File: src/rtl/band_power_8to14.sv
// Windowed mean-|y| band-power estimator with hysteresis detect for the 8-14 Hz channel.
// Latency: window mean appears one edge after its last sample is accepted; detect may move one edge later.
// Backpressure: none, one sample per clock is always accepted and windows run back-to-back.
//
// Ports:
//   clk, reset (async, active-low), clear (sync flush of window and hysteresis counts)
//   y_in/y_valid   signed filter sample stream
//   threshold      unsigned level compared against each window mean
//   power/power_valid  mean |y| of the last complete window, pulse on update
//   detect         band-activity flag with HOLD-window hysteresis
module band_power_8to14 #(
    parameter int WIDTH    = 32,
    parameter int WIN_LOG2 = 8,
    parameter int HOLD     = 3
) (
    input  logic                    clk,
    input  logic                    reset,
    input  logic                    clear,
    input  logic signed [WIDTH-1:0] y_in,
    input  logic                    y_valid,
    input  logic        [WIDTH-1:0] threshold,
    output logic        [WIDTH-1:0] power,
    output logic                    power_valid,
    output logic                    detect
);

    localparam int ACC_W = WIDTH + WIN_LOG2;
    localparam logic [WIN_LOG2-1:0] CNT_LAST = '1;
    localparam logic [WIN_LOG2-1:0] CNT_ONE  = WIN_LOG2'(1);
    localparam logic [WIDTH-1:0]    Y_ONE    = WIDTH'(1);
    localparam logic [WIDTH-1:0]    Y_MIN    = {1'b1, {(WIDTH-1){1'b0}}};
    localparam logic [WIDTH-1:0]    Y_MAXPOS = {1'b0, {(WIDTH-1){1'b1}}};
    localparam logic [3:0]          HOLD_C   = 4'(HOLD);

    typedef enum logic {
        QUIET  = 1'b0,
        ACTIVE = 1'b1
    } state_t;

    // stage 1
    logic                s1_valid_q, s1_valid_d;
    logic [WIDTH-1:0]    a_q, a_d;
    logic [WIDTH-1:0]    abs_y;
    // stage 2
    logic [ACC_W-1:0]    acc_q, acc_d;
    logic [ACC_W-1:0]    acc_sum;
    logic [WIN_LOG2-1:0] cnt_q, cnt_d;
    logic [WIDTH-1:0]    power_q, power_d;
    logic                power_valid_q, power_valid_d;
    // hysteresis
    logic [3:0]          up_cnt_q, up_cnt_d;
    logic [3:0]          dn_cnt_q, dn_cnt_d;
    logic                above;
    logic                eval;
    state_t              state_q, state_d;

    // Magnitude; the most negative value has no positive twin, so it clips.
    always_comb begin
        abs_y = y_in;
        if (y_in[WIDTH-1]) begin
            if (y_in == Y_MIN) begin
                abs_y = Y_MAXPOS;
            end else begin
                abs_y = ~y_in + Y_ONE;
            end
        end
    end

    always_comb begin
        s1_valid_d = y_valid & ~clear;
        // Hold the last magnitude when idle; it is only consumed with s1_valid.
        a_d        = y_valid ? abs_y : a_q;
    end

    // Sum of all 2^WIN_LOG2 magnitudes fits in ACC_W bits, so no guard bit is needed.
    assign acc_sum = acc_q + {{WIN_LOG2{1'b0}}, a_q};

    always_comb begin
        acc_d         = acc_q;
        cnt_d         = cnt_q;
        power_d       = power_q;
        power_valid_d = 1'b0;
        if (clear) begin
            acc_d = '0;
            cnt_d = '0;
        end else if (s1_valid_q) begin
            if (cnt_q == CNT_LAST) begin
                power_d       = acc_sum[ACC_W-1:WIN_LOG2];
                power_valid_d = 1'b1;
                acc_d         = '0;
                cnt_d         = '0;
            end else begin
                acc_d = acc_sum;
                cnt_d = cnt_q + CNT_ONE;
            end
        end
    end

    // Hysteresis runs the cycle after a new mean lands, on the registered value.
    assign above = (power_q > threshold);
    assign eval  = power_valid_q & ~clear;

    always_comb begin
        up_cnt_d = up_cnt_q;
        dn_cnt_d = dn_cnt_q;
        if (clear) begin
            up_cnt_d = '0;
            dn_cnt_d = '0;
        end else if (power_valid_q) begin
            if (above) begin
                up_cnt_d = (up_cnt_q >= HOLD_C) ? HOLD_C : up_cnt_q + 4'd1;
                dn_cnt_d = '0;
            end else begin
                dn_cnt_d = (dn_cnt_q >= HOLD_C) ? HOLD_C : dn_cnt_q + 4'd1;
                up_cnt_d = '0;
            end
        end
    end

    // Detect FSM: next state
    always_comb begin
        state_d = state_q;
        case (state_q)
            QUIET:  if (eval && above && (up_cnt_d == HOLD_C))   state_d = ACTIVE;
            ACTIVE: if (eval && !above && (dn_cnt_d == HOLD_C))  state_d = QUIET;
            default: state_d = QUIET;
        endcase
    end

    // Detect FSM: outputs
    always_comb begin
        detect = (state_q == ACTIVE);
    end

    assign power       = power_q;
    assign power_valid = power_valid_q;

    // Detect FSM state register plus datapath registers
    always_ff @(posedge clk or negedge reset) begin
        if (!reset) begin
            s1_valid_q    <= 1'b0;
            a_q           <= '0;
            acc_q         <= '0;
            cnt_q         <= '0;
            power_q       <= '0;
            power_valid_q <= 1'b0;
            up_cnt_q      <= '0;
            dn_cnt_q      <= '0;
            state_q       <= QUIET;
        end else begin
            s1_valid_q    <= s1_valid_d;
            a_q           <= a_d;
            acc_q         <= acc_d;
            cnt_q         <= cnt_d;
            power_q       <= power_d;
            power_valid_q <= power_valid_d;
            up_cnt_q      <= up_cnt_d;
            dn_cnt_q      <= dn_cnt_d;
            state_q       <= state_d;
        end
    end

endmodule

File: config.mk
export PLATFORM = sky130hd
export DESIGN_NAME = band_power_8to14
export DESIGN_NICKNAME = d
export VERILOG_FILES = /design/src/rtl/band_power_8to14.sv
export SDC_FILE = /design/constraint.sdc
export NUM_CORES = 1
export LEC_CHECK = 0
export ABC_AREA = 1
export CAP_MARGIN = 30
export CORE_ASPECT_RATIO = 1.5
export CORE_MARGIN = 2
export CORE_UTILIZATION = 55
export DETAILED_ROUTE_END_ITERATION = 8
export PLACE_DENSITY_LB_ADDON = 0.08
export REMOVE_ABC_BUFFERS = 1
export SLEW_MARGIN = 30
export SYNTH_ARGS = -nofsm -noshare
export SYNTH_HDL_FRONTEND = slang
export SYNTH_SLANG_ARGS = --single-unit
File: constraint.sdc
create_clock -name clk -period 2.8 [get_ports clk]
set_input_delay 0.56 -clock clk [delete_from_list [all_inputs] [get_ports clk]]
set_output_delay 0.56 -clock clk [all_outputs]
set_load 0.05 [all_outputs]
### Yosys cells after proc, flatten, opt, wreduce, memory -nomap -nowiden

Cells that the tools add are included.

| storage, ports and cells | value |
|---|---|
| bits in writable memories | 0 |
| memories kept | 0 |
| word-level logic and storage cells | 55 |
| flip-flop bits (word level) | 123 |
| bits in latches | 0 |
| bits in read-only memories | 0 |
| output and inout bits | 34 |
| input port bits | 68 |

| cells by class | value |
|---|---|
| shift-type cells | 0 |
| reductions and logical operators | 7 |
| add/sub/neg operators | 5 |
| eq/ne operators | 4 |
| $mul | 0 |
| div/mod/pow operators | 0 |
| bitwise gates (word level) | 5 |
| mux-type cells | 22 |
| magnitude comparators | 3 |

Operators by type and width:

| kind | count |
|---|---|
| $mux 40 | 3 |
| $mux 32 | 2 |
| $add 40x32->40 | 1 |
| $add 32x1->32 const B | 1 |
| $eq 32x32->1 const B | 1 |
| $gt 32x32->1 | 1 |
| $mux 4 | 8 |
| $not 32->32 | 1 |
| $mux 8 | 3 |
| $add 4x1->4 const B | 2 |
| $add 8x1->8 const B | 1 |
| $eq 4x2->1 const B | 2 |
| $eq 8x8->1 const B | 1 |
| $ge 4x2->1 const B | 2 |
| $mux 1 | 5 |
| $logic_and 1x1->1 | 4 |
| $reduce_and 3->1 | 1 |
| $and 1x1->1 | 2 |
| $not 1->1 | 2 |
| $pmux 1 s2 | 1 |
| $reduce_bool 2->1 | 1 |
| $logic_not 1->1 | 1 |

### Depth between registers and ports, before layout

Gate-level depths: netlist of the first run.

| depth | value |
|---|---|
| depth in word-level cells | 9 |
| depth in mapped cells | 17 |

### Worst setup path after synthesis of the first run

OpenSTA, ideal clock, no wires.

| timing | value |
|---|---|
| path kind | register to register |
| start | register a_q[0] |
| end | register acc_q[14] |
| stages on the path, launching flop included | 14 |
| path slack | 0.660 ns |
| setup time | 0.118 ns |
| data required time | 2.682 ns |
| arrival | 2.022 ns |
| cell sequence | dfrtp_1 -> ha_1 -> fa_1 -> nand3_1 -> nand2_1 -> nand2_1 -> nand2_1 -> nand2_1 -> nand2_1 -> nand2_1 -> nand2_1 -> or2_2 -> nand3_1 -> nand2_1 |

| between the ends | value |
|---|---|
| cells in the longest elaborated chain, start to end | 4 |

RTL lines:

| element | line | text |
|---|---|---|
| from (decl) | 42 | `logic [WIDTH-1:0] a_q, a_d;` |
| from (signal assigned) | 142 | `a_q <= '0;` |
| from (signal assigned) | 152 | `a_q <= a_d;` |
| $add 40x32->40 | 76 | `assign acc_sum = acc_q + {{WIN_LOG2{1'b0}}, a_q};` |
| $mux 40 | 87 | `if (cnt_q == CNT_LAST) begin` |
| $mux 40 | 86 | `end else if (s1_valid_q) begin` |
| $mux 40 | 83 | `if (clear) begin` |
| to (signal assigned) | 143 | `acc_q <= '0;` |
| to (signal assigned) | 153 | `acc_q <= acc_d;` |
| to (decl) | 45 | `logic [ACC_W-1:0] acc_q, acc_d;` |

Every way passes these cells. The select of a mux whose other input is x is not followed.
A chain may end at the register's enable or synchronous reset.

### Worst setup path in the final report of the first run

| timing | value |
|---|---|
| start | register a_q[3] |
| end | register acc_q[23] |

Same word-level chain as after synthesis.

==> metrics, run 1 <==
filler instances=1468; routed vias/inst=approximately 5.6; Core ar.=about 16000 µm²; CP max stage delay=0.41 ns; Post-Synthesis Cells=1311; Post-DRT Antenna Nets=0; Hold WC Path Type=in2async; clk_lat worst skew=0.43 ns; hpwl dp=21300 µm; final period utilization=90.7%; Worst slew margin=55.1%; row count=57; wl on met1=10500 µm; Num CTS Buffers=17; Area contributors post-synth=dfrtp_1 (34%), nand2_1 (15%), ha_1 (9.4%), nor2_1 (6.6%), inv_1 (6.4%); share of layout cells above drive strength 1=5.96%; final cell count without fillers=1650; CP max stage cell=xnor2_1; Reg clk slew, reported paths=0.06 ns; Pleak=0.00571 µW; Seq/Total Area, Yosys=33.9%; H-Tree Depth=4; DR DRC count=0; sequential cell area=3080 µm²; via count=9164; IO Count=102; CTS tree=done; # port buffers=101; largest net degree at the start of global routing=124; CTS sink cnt=123; peak supply drop=about 430 µV; metal2 WL=14200 µm; Ant. Diodes=0; DP Cell Count=roughly 1600; GRT Total Usage=between 30% and 40%; leading area contributor after synthesis=dfrtp_1; chip width=109 µm; crit path from=a_q[3]; YS warnings=0; final setup violating endpoints=0; post-CTS setup buffers=0; syn_area_per_cell=6.93 µm²; worst path required time=between 3 and 4 ns; fmax=394 MHz; initial core utilization=roughly 56%; FF-to-FF setup slack=0.26 ns; crit path to=acc_q[23]; fraction of registers with async set/reset=100%; Crit Path Max Fanout=5; status=completed; vias in the first global route=roughly 9000; wire per inst=16.4 µm; arrival time worst endpoint=2.83 ns; hold buffers post-CTS=0; unrepaired setup endpoints after global routing=no; Critical R2R Launch=a_q[3]; Die Span Y=161 µm; gpl congestion=1.00; Post-synth EDFFs=0; drt total wl=27100 µm; Final nets=1568; Clock Path Buffers=2; Period minus WS final=around 2.5 ns; area of the multi-input gates=approximately 5300 µm²; post-layout util=approximately 69%; Layout Skew=0.0133 ns; antenna violations before repair=1; area of the mapped netlist=roughly 9100 µm²; Crit Path Class=reg2reg; worst r2r dst=acc_q[23]; Final Worst Setup Slack=about 0.26 ns; Max-Cap Viols=0; critical path capture point type=flop; area fraction of the dominant cell type after synthesis=roughly a third; first-pass GRT wire length=44400 µm; wire length on met3=1130 µm; post-CTS sizing=0; R2R cell count=11; DRT iter0 DRCs=604; pwr dens=~550 nW/µm²; clock root buffer master=clkbuf_16; setup TNS=0 ns; Yosys cell types=48; startpoint types=flop; pre-CTS setup slack=0.126 ns; grt ovf=0; register bit total from synthesis=123; Area Overhead vs Synth=22.5%; most frequent CP cell=nand2_1; top layer in use=met5; most common flop cell mapped by yosys=dfrtp_1; Worst-Margin Slew=0.673 ns; final hold vios=0; Max Slew Vio Count=0; CP cell instances=ha_1 > nand2_1 > nor2_1 > nand2_1 > nand3_1 > nand2_1 > nand2_1 > nand2_1 > nand2_1 > xnor2_1 > o21ai_0; DIE AREA=17600 µm²; Pre-antenna DRT Iters=6
## critical path: cells and delay by family (launching register included)
| family | cells | cell delay (ns) |
|---|---|---|
| flops | 1 | 0.39 |
| simple gates | 8 | 1.07 |
| fa+ha+maj | 1 | 0.37 |
| xor+xnor | 1 | 0.41 |
| compound gates | 1 | 0.15 |
## area by class of cell
type / instances / area share [%]
clock inverters: 15 / 2.33
clock buffers: 17 / 3.83
inverters: 161 / 5.43
flip-flops and latches: 123 / 27.7
well taps: 206 / 2.32
multi-input cells: 1002 / 47.5
repair buffers: 126 / 10.9
## layout by cell type (no fill, tap or decap), types with 3 or more instances in the layout
cell type and count:
nand2_1 374, nor2_1 158, inv_1 156, dfrtp_1 123
clkdlybuf4s50_1 99, nand3_1 92, a21oi_1 70, ha_1 68
o21ai_0 66, xor2_1 26, a31oi_1 26, buf_4 24
nor3_1 22, nand4_1 20, clkbuf_16 17, xnor2_1 11
or2_2 9, nand3b_1 9, nor4_1 7, a21o_1 6
bufinv_16 6, inv_6 5, inv_2 4, clkinv_4 4
o22ai_1 3, o21bai_1 3
## flip-flops by register name, summed over array words and instances, names as in the netlist
register and cells:
acc_q 40, a_q 32, power 32, cnt_q 8, dn_cnt_q 4, up_cnt_q 4
detect 1, power_valid 1, s1_valid_q 1
## metal layers
| metal | up-vias | global-route usage (%) |
|---|---|---|
| li1 | 4558 | - |
| met1 | 4249 | 36.2 |
| met2 | 270 | 59.3 |
| met3 | 85 | 3.79 |
| met4 | 2 | 16.4 |
| met5 | - | 0 |
## through the flow
step                hold slack [ns]  power (µW)  instance area, µm²
floorplan                     0.264        2930                8960
global placement              0.467        3470               10400
detailed placement            0.473        3490               10400
CTS                           0.255        6080               11100
global route                  0.261        6350               11100
finish                        0.184        6080               11100
## power breakdown
group          internal, µW  total, µW  switching (µW)
clock network          1690       2590             897
logic                   532       1510             979
registers              1900       1980            86.1
total                  4120       6080            1960
## worst min path at each step
stage,start,endpoint,slack [ns]
2_1_floorplan,reset,a_q[0],0.26
3_3_place_gp,acc_q[26],acc_q[26],0.47
3_5_place_dp,acc_q[24],acc_q[24],0.47
4_1_cts,reset,cnt_q[6],0.26
5_1_grt,reset,cnt_q[6],0.26
6_report,reset,cnt_q[6],0.18
## cells by family (layout without fill, tap and decap cells)
kind of cell | Yosys count | in the layout | share of synthesized area, %
AOI/OAI and AO/OA | 190 | 190 | 11.7
xor gates and xnor gates | 37 | 37 | 3.57
adders and majority gates | 69 | 69 | 9.59
buffers and inverters | 186 | 319 | 7.98
DFF | 123 | 123 | 33.9
and+or+nand+nor | 706 | 706 | 33.3
## cell usage after synthesis (3+ instances only)
library cell	number
ha_1	68
o21ai_0	66
or2_2	9
xnor2_1	11
nand4_1	20
inv_1	156
nand3_1	92
nor4_1	7
xor2_1	26
nor3_1	22
a21o_1	6
nor2_1	159
o22ai_1	3
a21oi_1	70
o21bai_1	3
buf_2	6
clkbuf_1	14
dfrtp_1	123
a31oi_1	26
nand3b_1	9
nand2_1	374
inv_2	4
(Power assumes the default switching activity.)
==> inputs of run 2 (changes only) <==
- clock period: 2.8 -> 3 ns (I/O delays scaled with it)
==> run 2 against run 1 <==
Effect of this change:
- global-route usage shrank 0.64 points
- non-clock buffer count down 3
- sequential share of layout area increased by 0.34 points
- sequential cell count is the same
- hold slack got worse by 0.12 ns
- combinational power is 7% lower
- critical path type unchanged
- critical endpoint unchanged
- largest power group unchanged
==> metrics, run 2 (synthesis results as in run 1) <==
hpwl dp=21700 µm; CP delay by family, top=simple AND/OR/NAND/NOR gates; status=completed; final setup violating endpoints=0; Max-Cap Viols=0; worst path required time=3.28 ns; filler instances=1411; routed vias/inst=5.57; Ant. Diodes=0; CP cell instances=ha_1 > a21oi_1 > nand2_1 > nand2_1 > nand3_1 > nand2_1 > nand2_1 > nand2_1 > nand2_1 > xnor2_1 > o21ai_0; Core ar.=16200 µm²; worst path buffer plus inverter count=0; vias in the first global route=a little over 9000; initial core utilization=56.1%; post-CTS sizing=0; Crit Path Max Fanout=6; # port buffers=101; wire per inst=16.2 µm; Area Overhead vs Synth=21.0%; setup TNS=0 ns; arrival time worst endpoint=about 2.9 ns; DIE AREA=17600 µm²; Period minus WS final=2.60 ns; chip width=~110 µm; hold buffers post-CTS=0; most common cell after layout, fill and taps aside=nand2_1; largest net degree at the start of global routing=53; final period utilization=86.8%; clk_lat worst skew=0.42 ns; sequential cell area=between 3000 and 4000 µm²; post-CTS setup buffers=0; first-pass GRT wire length=43300 µm; gpl congestion=0.987; Final nets=1565; critical path capture point type=flop; pwr dens=477 nW/µm²; final hold vios=0; Num CTS Buffers=17; area of the multi-input gates=5280 µm²; share of layout cells above drive strength 1=5.76%; startpoint types=flop; via count=9173; IO Count=102; Top reg by flops=acc_q; antenna violations before repair=1; DRT iter0 DRCs=around 610; fmax=384 MHz; Post-DRT Antenna Nets=0; Pre-antenna DRT Iters=8; GRT Total Usage=31.8%; H-Tree Depth=4; drt total wl=26700 µm; grt ovf=0; CP max stage delay=0.41 ns; CP max stage cell=xnor2_1; max reg flops=40; Layout Skew=around 0.013 ns; Max Slew Vio Count=0; Worst-Margin Slew=0.595 ns; most frequent cells in the layout=nand2_1 (374), nor2_1 (158), inv_1 (156); Worst slew margin=about three fifths; unrepaired setup endpoints after global routing=no; DR DRC count=0; row count=57; Pleak=0.00564 µW; Clock Path Buffers=2; CTS tree=done; Die Span Y=161 µm; Reg clk slew, reported paths=0.07 ns; Crit Path Class=reg2reg; Hold WC Path Type=in2async; clock root buffer master=clkbuf_16; most frequent CP cell=nand2_1; post-layout util=between 60% and 70%; peak supply drop=320 µV; CTS sink cnt=123
## run 2: changes by cell type in the layout (fill, tap and decap cells not counted)
| cell | previous run | this run |
|---|---|---|
| bufinv_16 | 6 | 0 |
| inv_8 | 0 | 4 |
| buf_4 | 24 | 21 |
| clkinv_8 | 0 | 1 |
| clkinvlp_4 | 0 | 1 |
## run 2: final cells by class
type                            count  area share, %
Tap cell                          206           2.35
Clock buffer                       17           3.87
Sequential cell                   123           28.0
Timing Repair Buffer              123           10.9
Inverter                          161           5.50
Multi-Input combinational cell   1002           48.1
Clock inverter                     15           1.34
## run 2: metal layers
metal  global-route usage (%)  wire, µm  vias up
met2                     55.6     13500      286
met3                     3.75      1060      106
li1                         -         -     4546
met1                     36.0     10400     4233
met5                        0        13        -
met4                     20.0      1770        2
## run 2: report_power, final
group	leakage (µW)	internal, µW	switching (µW)
logic	0.00376	491	910
clock network	0.000280	1100	883
registers	0.00160	1770	79.9
total	0.00564	3360	1870
## run 2: final timing paths
kind / start / cells past startpoint / end / slack [ns]
hold reg to reg: acc_q[22] / 2 / acc_q[22] / 0.49
max in group asynchronous: reset / 2 / power[22] / 2.28
hold / removal: reset / 1 / cnt_q[6] / 0.06
setup reg to reg: a_q[2] / 11 / acc_q[23] / 0.40
setup / recovery: a_q[2] / 11 / acc_q[23] / 0.40
min in group clk: acc_q[22] / 2 / acc_q[22] / 0.49
## run 2: worst register-to-register path, delay by kind of cell (launching register included)
kind / cells / cell delay [ns]
flip-flops: 1 / 0.39
XOR/XNOR: 1 / 0.41
AO/OA/AOI/OAI: 2 / 0.34
adder cells (fa/ha/maj): 1 / 0.39
AND/OR/NAND/NOR: 7 / 0.96
## run 2: stage by stage
stage          hold slack [ns]  instances  total power (µW)  worst slack [ns]  instance area [µm²]
2_1_floorplan            0.304       1286              2740             0.353                 8960
3_3_place_gp             0.467       1615              3240             0.254                10400
3_5_place_dp             0.476       1615              3260             0.210                10400
4_1_cts                 0.0694       1647              5240             0.440                11000
5_1_grt                 0.0800       1647              5510             0.247                11000
6_report                0.0636       1647              5240             0.396                11000
